==> src/rtl/fwd_scoreboard_unit_if.sv <==
// Interface for the EX-stage forwarding/hazard unit.
// The master side is the pipeline (drives the EX instruction fields) and
// the slave side is the scoreboard (returns operand-mux selects and stall).
// Optional statistics counters are present only when FWD_STATS_EN is defined.
interface fwd_scoreboard_unit_if #(
  parameter int NUM_SRC = 2,
  parameter int DEPTH   = 3,
  parameter int REG_AW  = 5,
  parameter int LAT_W   = 2
);
  localparam int SEL_W = $clog2(DEPTH + 1);

  logic                      exValid;
  logic                      exRegWrite;
  logic [REG_AW-1:0]         exRd;
  logic [LAT_W-1:0]          exLat;
  logic [NUM_SRC*REG_AW-1:0] exRs;
  logic                      flush;
  logic [NUM_SRC*SEL_W-1:0]  fwdSel;
  logic                      stall;
`ifdef FWD_STATS_EN
  logic [31:0]               stallCnt;
  logic [31:0]               fwdCnt;
`endif

  modport master (
    output exValid, exRegWrite, exRd, exLat, exRs, flush,
    input  fwdSel, stall
`ifdef FWD_STATS_EN
    , input stallCnt, fwdCnt
`endif
  );

  modport slave (
    input  exValid, exRegWrite, exRd, exLat, exRs, flush,
    output fwdSel, stall
`ifdef FWD_STATS_EN
    , output stallCnt, fwdCnt
`endif
  );
endinterface

==> src/rtl/fwd_scoreboard_unit.sv <==
// Forwarding and hazard unit for the pipelined CPU.
// Tracks destination tags of instructions that have left EX in a shift
// pipeline (tags[0] = MEM stage, tags[DEPTH-1] = oldest). Each tag carries a
// countdown of cycles until its result can be forwarded. For every EX source
// operand the youngest matching producer decides: forward if ready, stall if
// not, otherwise read the register file.
// Optional feature macro: FWD_STATS_EN adds saturating stall/forward counters.
module fwd_scoreboard_unit #(
  parameter int NUM_SRC = 2,
  parameter int DEPTH   = 3,
  parameter int REG_AW  = 5,
  parameter int LAT_W   = 2
) (
  input  logic                clk,
  input  logic                rst_n,
  fwd_scoreboard_unit_if.slave bus
);
  localparam int SEL_W = $clog2(DEPTH + 1);

  typedef struct packed {
    logic              vld;
    logic              wr;
    logic [REG_AW-1:0] rd;
    logic [LAT_W-1:0]  lat;
  } tagT;

  tagT                      tags [DEPTH];
  tagT                      aged [DEPTH];
  tagT                      newTag;
  logic [NUM_SRC*SEL_W-1:0] fwdSel;
  logic [NUM_SRC-1:0]       srcWait;
  logic                     hazard;
  logic                     stall;
  logic                     push;

  // A producer only counts if it really writes a nonzero register that the
  // source names; x0 is never forwarded.
  function automatic logic tagMatch(input tagT t, input logic [REG_AW-1:0] rs);
    return t.vld && t.wr && (t.rd == rs) && (rs != '0);
  endfunction

  // Latency countdown saturates so an entry stays ready until it leaves.
  function automatic logic [LAT_W-1:0] decLat(input logic [LAT_W-1:0] l);
    return (l == '0) ? '0 : l - LAT_W'(1);
  endfunction

  // Per source, walk from the oldest stage to the youngest so the youngest
  // match overrides; an unready youngest match wins over an older ready one.
  always_comb begin
    fwdSel  = '0;
    srcWait = '0;
    for (int i = 0; i < NUM_SRC; i++) begin
      for (int k = DEPTH - 1; k >= 0; k--) begin
        if (tagMatch(tags[k], bus.exRs[i*REG_AW +: REG_AW])) begin
          if (tags[k].lat == '0) begin
            fwdSel[i*SEL_W +: SEL_W] = SEL_W'(k + 1);
            srcWait[i]               = 1'b0;
          end else begin
            fwdSel[i*SEL_W +: SEL_W] = '0;
            srcWait[i]               = 1'b1;
          end
        end
      end
    end
  end

  // A killed or empty EX slot never stalls; only a live instruction that
  // still proceeds gets a real tag, everything else becomes a bubble.
  always_comb begin
    hazard = |srcWait;
    stall  = hazard && bus.exValid && !bus.flush;
    push   = bus.exValid && !bus.flush && !hazard;
    newTag = '0;
    if (push) begin
      newTag.vld = 1'b1;
      newTag.wr  = bus.exRegWrite && (bus.exRd != '0);
      newTag.rd  = bus.exRd;
      newTag.lat = bus.exLat;
    end
  end

  // Tags one step older, with their latency counted down, ready to shift.
  always_comb begin
    for (int k = 0; k < DEPTH; k++) begin
      aged[k]     = tags[k];
      aged[k].lat = decLat(tags[k].lat);
    end
  end

  // Shift pipeline: older entries always advance (a stall does not freeze
  // them) and the entry leaving the last stage is dropped.
  always_ff @(posedge clk or negedge rst_n) begin
    if (!rst_n) begin
      for (int k = 0; k < DEPTH; k++) tags[k] <= '0;
    end else begin
      tags[0] <= newTag;
      for (int k = 1; k < DEPTH; k++) tags[k] <= aged[k-1];
    end
  end

  assign bus.fwdSel = fwdSel;
  assign bus.stall  = stall;

`ifdef FWD_STATS_EN
  logic [31:0] stallCnt;
  logic [31:0] fwdCnt;
  logic        anyFwd;

  assign anyFwd = (fwdSel != '0) && bus.exValid;

  // Saturating event counters for stall cycles and forwarding cycles.
  always_ff @(posedge clk or negedge rst_n) begin
    if (!rst_n) begin
      stallCnt <= '0;
      fwdCnt   <= '0;
    end else begin
      if (stall && (stallCnt != 32'hFFFF_FFFF)) stallCnt <= stallCnt + 32'd1;
      if (anyFwd && (fwdCnt != 32'hFFFF_FFFF)) fwdCnt <= fwdCnt + 32'd1;
    end
  end

  assign bus.stallCnt = stallCnt;
  assign bus.fwdCnt   = fwdCnt;
`endif

`ifndef SYNTHESIS
  // A latency at or beyond the tracked depth would let a producer drop out
  // before its result is forwardable, so it is rejected outright.
  always @(posedge clk) begin
    if (rst_n && bus.exValid && !bus.flush) begin
      assert (int'(bus.exLat) < DEPTH);
    end
  end
`endif

endmodule

==> src/flat_wrapper.sv <==
// flat-port wrapper written by rule: the top's interface ports become plain ports
module fwd_scoreboard_unit_flat 
#(
  parameter int NUM_SRC = 2,
  parameter int DEPTH   = 3,
  parameter int REG_AW  = 5,
  parameter int LAT_W   = 2
)
  (clk, rst_n, bus_exValid, bus_exRegWrite, bus_exRd, bus_exLat, bus_exRs, bus_flush, bus_fwdSel, bus_stall);
  fwd_scoreboard_unit_if #(.NUM_SRC(NUM_SRC), .DEPTH(DEPTH), .REG_AW(REG_AW), .LAT_W(LAT_W)) bus_i ();
  input  logic clk;
  input  logic rst_n;
  input wire logic [$bits(bus_i.exValid)-1:0] bus_exValid;
  input wire logic [$bits(bus_i.exRegWrite)-1:0] bus_exRegWrite;
  input wire logic [$bits(bus_i.exRd)-1:0] bus_exRd;
  input wire logic [$bits(bus_i.exLat)-1:0] bus_exLat;
  input wire logic [$bits(bus_i.exRs)-1:0] bus_exRs;
  input wire logic [$bits(bus_i.flush)-1:0] bus_flush;
  output wire logic [$bits(bus_i.fwdSel)-1:0] bus_fwdSel;
  output wire logic [$bits(bus_i.stall)-1:0] bus_stall;
  assign bus_i.exValid = bus_exValid;
  assign bus_i.exRegWrite = bus_exRegWrite;
  assign bus_i.exRd = bus_exRd;
  assign bus_i.exLat = bus_exLat;
  assign bus_i.exRs = bus_exRs;
  assign bus_i.flush = bus_flush;
  assign bus_fwdSel = bus_i.fwdSel;
  assign bus_stall = bus_i.stall;
  fwd_scoreboard_unit #(.NUM_SRC(NUM_SRC), .DEPTH(DEPTH), .REG_AW(REG_AW), .LAT_W(LAT_W)) u_core (.clk(clk), .rst_n(rst_n), .bus(bus_i));
endmodule
==> config.mk <==
export PLATFORM = sky130hd
export DESIGN_NAME = fwd_scoreboard_unit_flat
export DESIGN_NICKNAME = d
export VERILOG_FILES = /design/src/rtl/fwd_scoreboard_unit_if.sv /design/src/rtl/fwd_scoreboard_unit.sv /design/src/flat_wrapper.sv
export SDC_FILE = /design/constraint.sdc
export NUM_CORES = 1
export LEC_CHECK = 0
export CAP_MARGIN = 20
export CORE_UTILIZATION = 45
export CTS_CLUSTER_DIAMETER = 30
export CTS_CLUSTER_SIZE = 16
export DETAILED_ROUTE_END_ITERATION = 10
export GPL_TIMING_DRIVEN = 0
export HOLD_SLACK_MARGIN = 0.12
export PLACE_DENSITY_LB_ADDON = 0.2
export REMOVE_ABC_BUFFERS = 1
export SKIP_LAST_GASP = 1
export SYNTH_ARGS = -nofsm -noshare
export SYNTH_HDL_FRONTEND = slang
export SYNTH_SLANG_ARGS = --single-unit
==> constraint.sdc <==
create_clock -name clk -period 2.5 [get_ports clk]
set_input_delay 0.375 -clock clk [delete_from_list [all_inputs] [get_ports clk]]
set_output_delay 0.375 -clock clk [all_outputs]
set_load 0.01 [all_outputs]
Word level (Yosys, flattened, before mapping) --
Cells that the tools add are included.
Storage, ports and cells: output and inout bits 5, memory bits (writable) 0, register bits after elaboration 27, memories kept 0, word-level logic and storage cells 70, memory bits (read-only) 0, input bits 22, latch bits 0
Cells by class: add/subtract/negate cells 2, multiplexer cells 21, equal/unequal tests 6, bitwise logic cells 0, multipliers 0, div/mod/pow operators 0, shift-type cells 0, $lt $le $gt $ge 0, reduce and logical (&&, ||, !) cells 29
Operators with widths (number):
- 5-bit == test | 6
- 1-bit logical AND | 20
- 2-bit two-way mux | 10
- 5-bit nonzero test | 3
- 1-bit two-way mux | 10
- 9-bit two-way mux | 1
- 2-bit logical NOT | 3
- 2-bit by 1-bit subtractor with 2-bit output (second input constant) | 2
- 1-bit logical NOT | 2
- 2-bit OR reduction | 1

Depth between registers and ports, before layout --
depth in word-level cells 10, gate-level depth with buffers 6, mapped depth without buffers 6

Least setup slack after synthesis --
OpenSTA, ideal clock, no wires.
kind reg2out, start point register u_core.tags (netlist bit u_core.aged[21]), end point output bus_stall, buffers on the path 0, path slack 0.320 ns, required time 2.125 ns, arrival time 1.805 ns, cell stages (with the launch flop) 7, path through dfrtp_1 xor2_1 a211o_1 or4_1 o311ai_2 a221oi_4 nor2b_1
On the way: longest elaborated chain between the ends 7, elaborated cells on any way between the ends 11, those cells by class 2 x eq/ne; 2 x mux; 7 x reduce/logical
Ends and longest elaborated chain:
- start: declaration | line fwd_scoreboard_unit.sv:27 | tagT tags [DEPTH];
- 5-bit == test | line fwd_scoreboard_unit.sv:39 | return t.vld && t.wr && (t.rd == rs) && (rs != '0);
- 1-bit logical AND (2 in series) | line fwd_scoreboard_unit.sv:39
- 1-bit two-way mux | line fwd_scoreboard_unit.sv:54 | if (tagMatch(tags[k], bus.exRs[i*REG_AW +: REG_AW])) begin
- 2-bit OR reduction (*) | line fwd_scoreboard_unit.sv:70 | hazard = |srcWait;
- 1-bit logical AND (*) (2 in series) | line fwd_scoreboard_unit.sv:71 | stall = hazard && bus.exValid && !bus.flush;
- end: declaration | line flat_wrapper.sv:20 | output wire logic [$bits(bus_i.stall)-1:0] bus_stall;
Every way passes the cells marked *; elsewhere a longest branch is shown, timed or not.

Worst setup path in the final report --
Ends and elaborated chain as after synthesis.

==> results.sh <==
export IMPL_cts_tree="built"
export IMPL_dieWidth_um=57.4
export IMPL_crit_buf_inv=3
export IMPL_rows=19
export IMPL_fin_nets=191
export IMPL_first_global_vias=1066
export IMPL_die_area_um2=3300
export IMPL_insertion_delay_ns=0.32
export IMPL_end_kind="output port"
export IMPL_power_leakage_nw=0.862
export IMPL_synthMuxAreaShare_pct=1.54
export IMPL_cts_root_buf="clkbuf_4"
export IMPL_grt_pass1_wl_mm=4.87
export IMPL_yosys_warnings=0
export IMPL_period_share_pct=105
export IMPL_fin_skew_ns=0.00845
export IMPL_yosysUniqueCellTypes=34
export IMPL_ys_top_cells_by_area="dfrtp_1, xnor2_1, xor2_1"
export IMPL_crit_top_cell="buf_4"
export IMPL_dp_hpwl_mm=2.08
export IMPL_io_buffer_count=26
export IMPL_ys_seq_area_share_pct=48.9
export IMPL_syn_avg_cell_area_um2=11.5
export IMPL_ir_drop_mv=0.251
export IMPL_syn_to_final_growth_pct=39.8
export IMPL_synthAdderAreaFrac_pct=0
export IMPL_critPathMaxFanout=3
export IMPL_grt_overflow_total=0
export IMPL_htreeDepth=1
export IMPL_path_clk_slew_ns=0.15
export IMPL_critPathTopFamily="simple AND/OR/NAND/NOR gates"
export IMPL_outcome="finished, violations left"
export IMPL_p_per_area_nw_per_um2=409
export IMPL_syn_inst=120
export IMPL_antenna_cells=0
export IMPL_fin_ws_ns=-0.116
export IMPL_failed_checks="DRC, setup timing"
export IMPL_place_congestion=0.926
export IMPL_synth_seq_cells=27
export IMPL_antenna_found_initial=0
export IMPL_synth_simple_area_share_pct=24.1
export IMPL_holdPathStages=0
export IMPL_vias_per_cell=5.27
export IMPL_final_hold_viol_count=0
export IMPL_cp_arrival_ns=2.24
export IMPL_final_layout_size_suffix_gt1_share_pct=32.7
export IMPL_core_area_um2=2830
export IMPL_synth_top_family_by_area="simple AND/OR/NAND/NOR gates"
export IMPL_reg2regPathDepth=10
export IMPL_cts_path_max_buffers=2
export IMPL_cp_depth=9
export IMPL_synth_top_area_share_pct=48.9
export IMPL_worst_pin_slew_ns=0.590
export IMPL_wl_mm=2.98
export IMPL_dr_total_vias=1048
export IMPL_numCtsBuffers=3
export IMPL_clock_sinks=27
export IMPL_place_inst=178
export IMPL_fin_cells=199
export IMPL_critPathRequiredTime_ns=2.12
export IMPL_initial_core_util_pct=48.9
export IMPL_period_minus_slack_ns=2.62
export IMPL_drcViolationCount=1
export IMPL_path_class="reg2out"
export IMPL_drv_slew=0
export IMPL_syn_cell_area_um2=1380
export IMPL_die_y_um=57.4
export IMPL_synth_xor_area_share_pct=17.7
export IMPL_first_iter_violations=21
export IMPL_synth_compound_area_share_pct=7.51
export IMPL_finalSetupViolCount=3
export IMPL_fin_tns_setup_ns=-0.178
export IMPL_yosysTopAreaCell="dfrtp_1"
export IMPL_ios=27
export IMPL_grt_start_max_net_pins=17
export IMPL_wire_per_inst_um=15.0
export IMPL_dr_pass1_iters=7
export IMPL_slowest_delay_ns=0.42
export IMPL_rsz0062_at_grt="yes"
export IMPL_hold_path_class="reg2reg"
export IMPL_path_cells="buf_4 -> xnor2_1 -> nand4_1 -> nor4_4 -> buf_4 -> nor2_1 -> a221oi_4 -> nor2b_1 -> buf_2"
export IMPL_clock_fmax_mhz=382
export IMPL_slowest_stage="dfrtp_1"
export IMPL_grt_total_usage_pct=19.7
export IMPL_cp_start_kind="flip-flop"
export IMPL_relSlewSlack_pct=60.5
export IMPL_final_antenna_net_count=0
export IMPL_max_cap_viol_count=0
worst register-to-register path: stages, from the launching register on:
cell and delay [ns]:
dfrtp_1 0.42, buf_4 0.15, xnor2_1 0.15, nand4_1 0.18, nor4_4 0.29, buf_4 0.18, mux2i_2 0.25, a221oi_4 0.05
buf_4 0.14, buf_4 0.14, and3_2 0.20
stage by stage:
stage	util (%)	total power, mW	area (um^2)	setup slack [ns]	hold WS (ns)
finish	68.3	0.790	1930	-0.116	0.390
global route	68.3	0.831	1930	-0.270	0.402
CTS	67.1	0.794	1900	-0.143	0.393
detailed placement	60.4	0.597	1710	-0.891	0.360
global placement	59.4	0.588	1680	-0.888	0.361
floorplan	-	0.527	1380	0.320	0.0794
registers in the layout, summed over array words and instances, names as in the netlist:
name,count
u_core.aged,21
u_core.tags,6
synth_stat cells, drive strengths merged:
library cell and number:
o21ai 1, dfrtp 27, nor2b 4, o211ai 1
or3 2, nor3 3, o211a 1, a21oi 2
mux2i 1, and3 7, nor4b 2, and4 1
nand3 2, nor2 8, inv 1, xor2 8
nand2 9, and2 4, mux2 1, o311ai 1
nand4 3, o2111a 1, nand4b 1, or4 2
a211o 2, xnor2 20, a221oi 1, nor4 4
logic make-up (layout without fill, tap and decap cells):
group | count (synthesis) | after routing
buf+inv | 1 | 49
flops | 27 | 27
xor+xnor | 28 | 28
mux | 2 | 2
compound gates | 10 | 10
simple gates | 52 | 52
layer usage:
metal,part of all wire (%),GRT usage (%),vias to the layer above
met1,42,26.0,503
met5,0,0,-
met4,1.1,7.67,0
met3,3.2,2.04,4
met2,53,33.4,21
li1,-,-,520
path summary, 6_finish.rpt:
path / startpoint / end / slack (ns)
setup / recovery: u_core.aged[21] / bus_stall / -0.12
hold / removal: u_core.aged[25] / u_core.aged[16] / 0.39
setup reg to reg: u_core.aged[21] / u_core.tags[18] / 0.26
hold reg to reg: u_core.aged[25] / u_core.aged[16] / 0.39
max in group asynchronous: rst_n / u_core.aged[4] / 1.61
min in group asynchronous: rst_n / u_core.aged[25] / 0.40
cell type report:
type | instances | area (um^2)
Clock buffer | 3 | 22.5
Clock inverter | 1 | 5.00
Fill cell | 211 | 896
Inverter | 1 | 3.75
Multi-Input combinational cell | 92 | 800
Sequential cell | 27 | 676
Tap cell | 31 | 38.8
Timing Repair Buffer | 44 | 388
layout by cell type, fill, tap and decap left out, types with 2 or more instances in the layout:
cell | Yosys | routed
a211o_1 | 2 | 2
a21oi_1 | 2 | 2
and2_1 | 3 | 3
and3_1 | 5 | 5
and3_2 | 2 | 2
buf_2 | 0 | 6
buf_4 | 0 | 15
buf_6 | 0 | 3
clkbuf_4 | 0 | 3
clkdlybuf4s15_1 | 0 | 2
clkdlybuf4s15_2 | 0 | 2
clkdlybuf4s50_1 | 0 | 11
dfrtp_1 | 27 | 27
dlygate4sd2_1 | 0 | 3
nand2_1 | 8 | 8
nand3_1 | 2 | 2
nand4_1 | 3 | 3
nor2_1 | 7 | 6
nor2b_1 | 4 | 4
nor3_1 | 3 | 2
nor4_4 | 1 | 3
or4_4 | 0 | 2
xnor2_1 | 20 | 18
xnor2_2 | 0 | 2
xor2_1 | 8 | 8
power breakdown:
group	total (mW)	switching, mW	internal [mW]
sequential	0.467	0.0143	0.453
combinational	0.137	0.0647	0.0721
clock	0.186	0.126	0.0599
what timing repair did:
action                     CTS  global route
hold endpoints to repair     0             0
buffers inserted            14             5
gates resized for setup     54            12
setup endpoints to repair    5             5
hold buffers                 0             0
pin swaps                   12            14
Note: power is estimated with default switching activity, not from simulation.
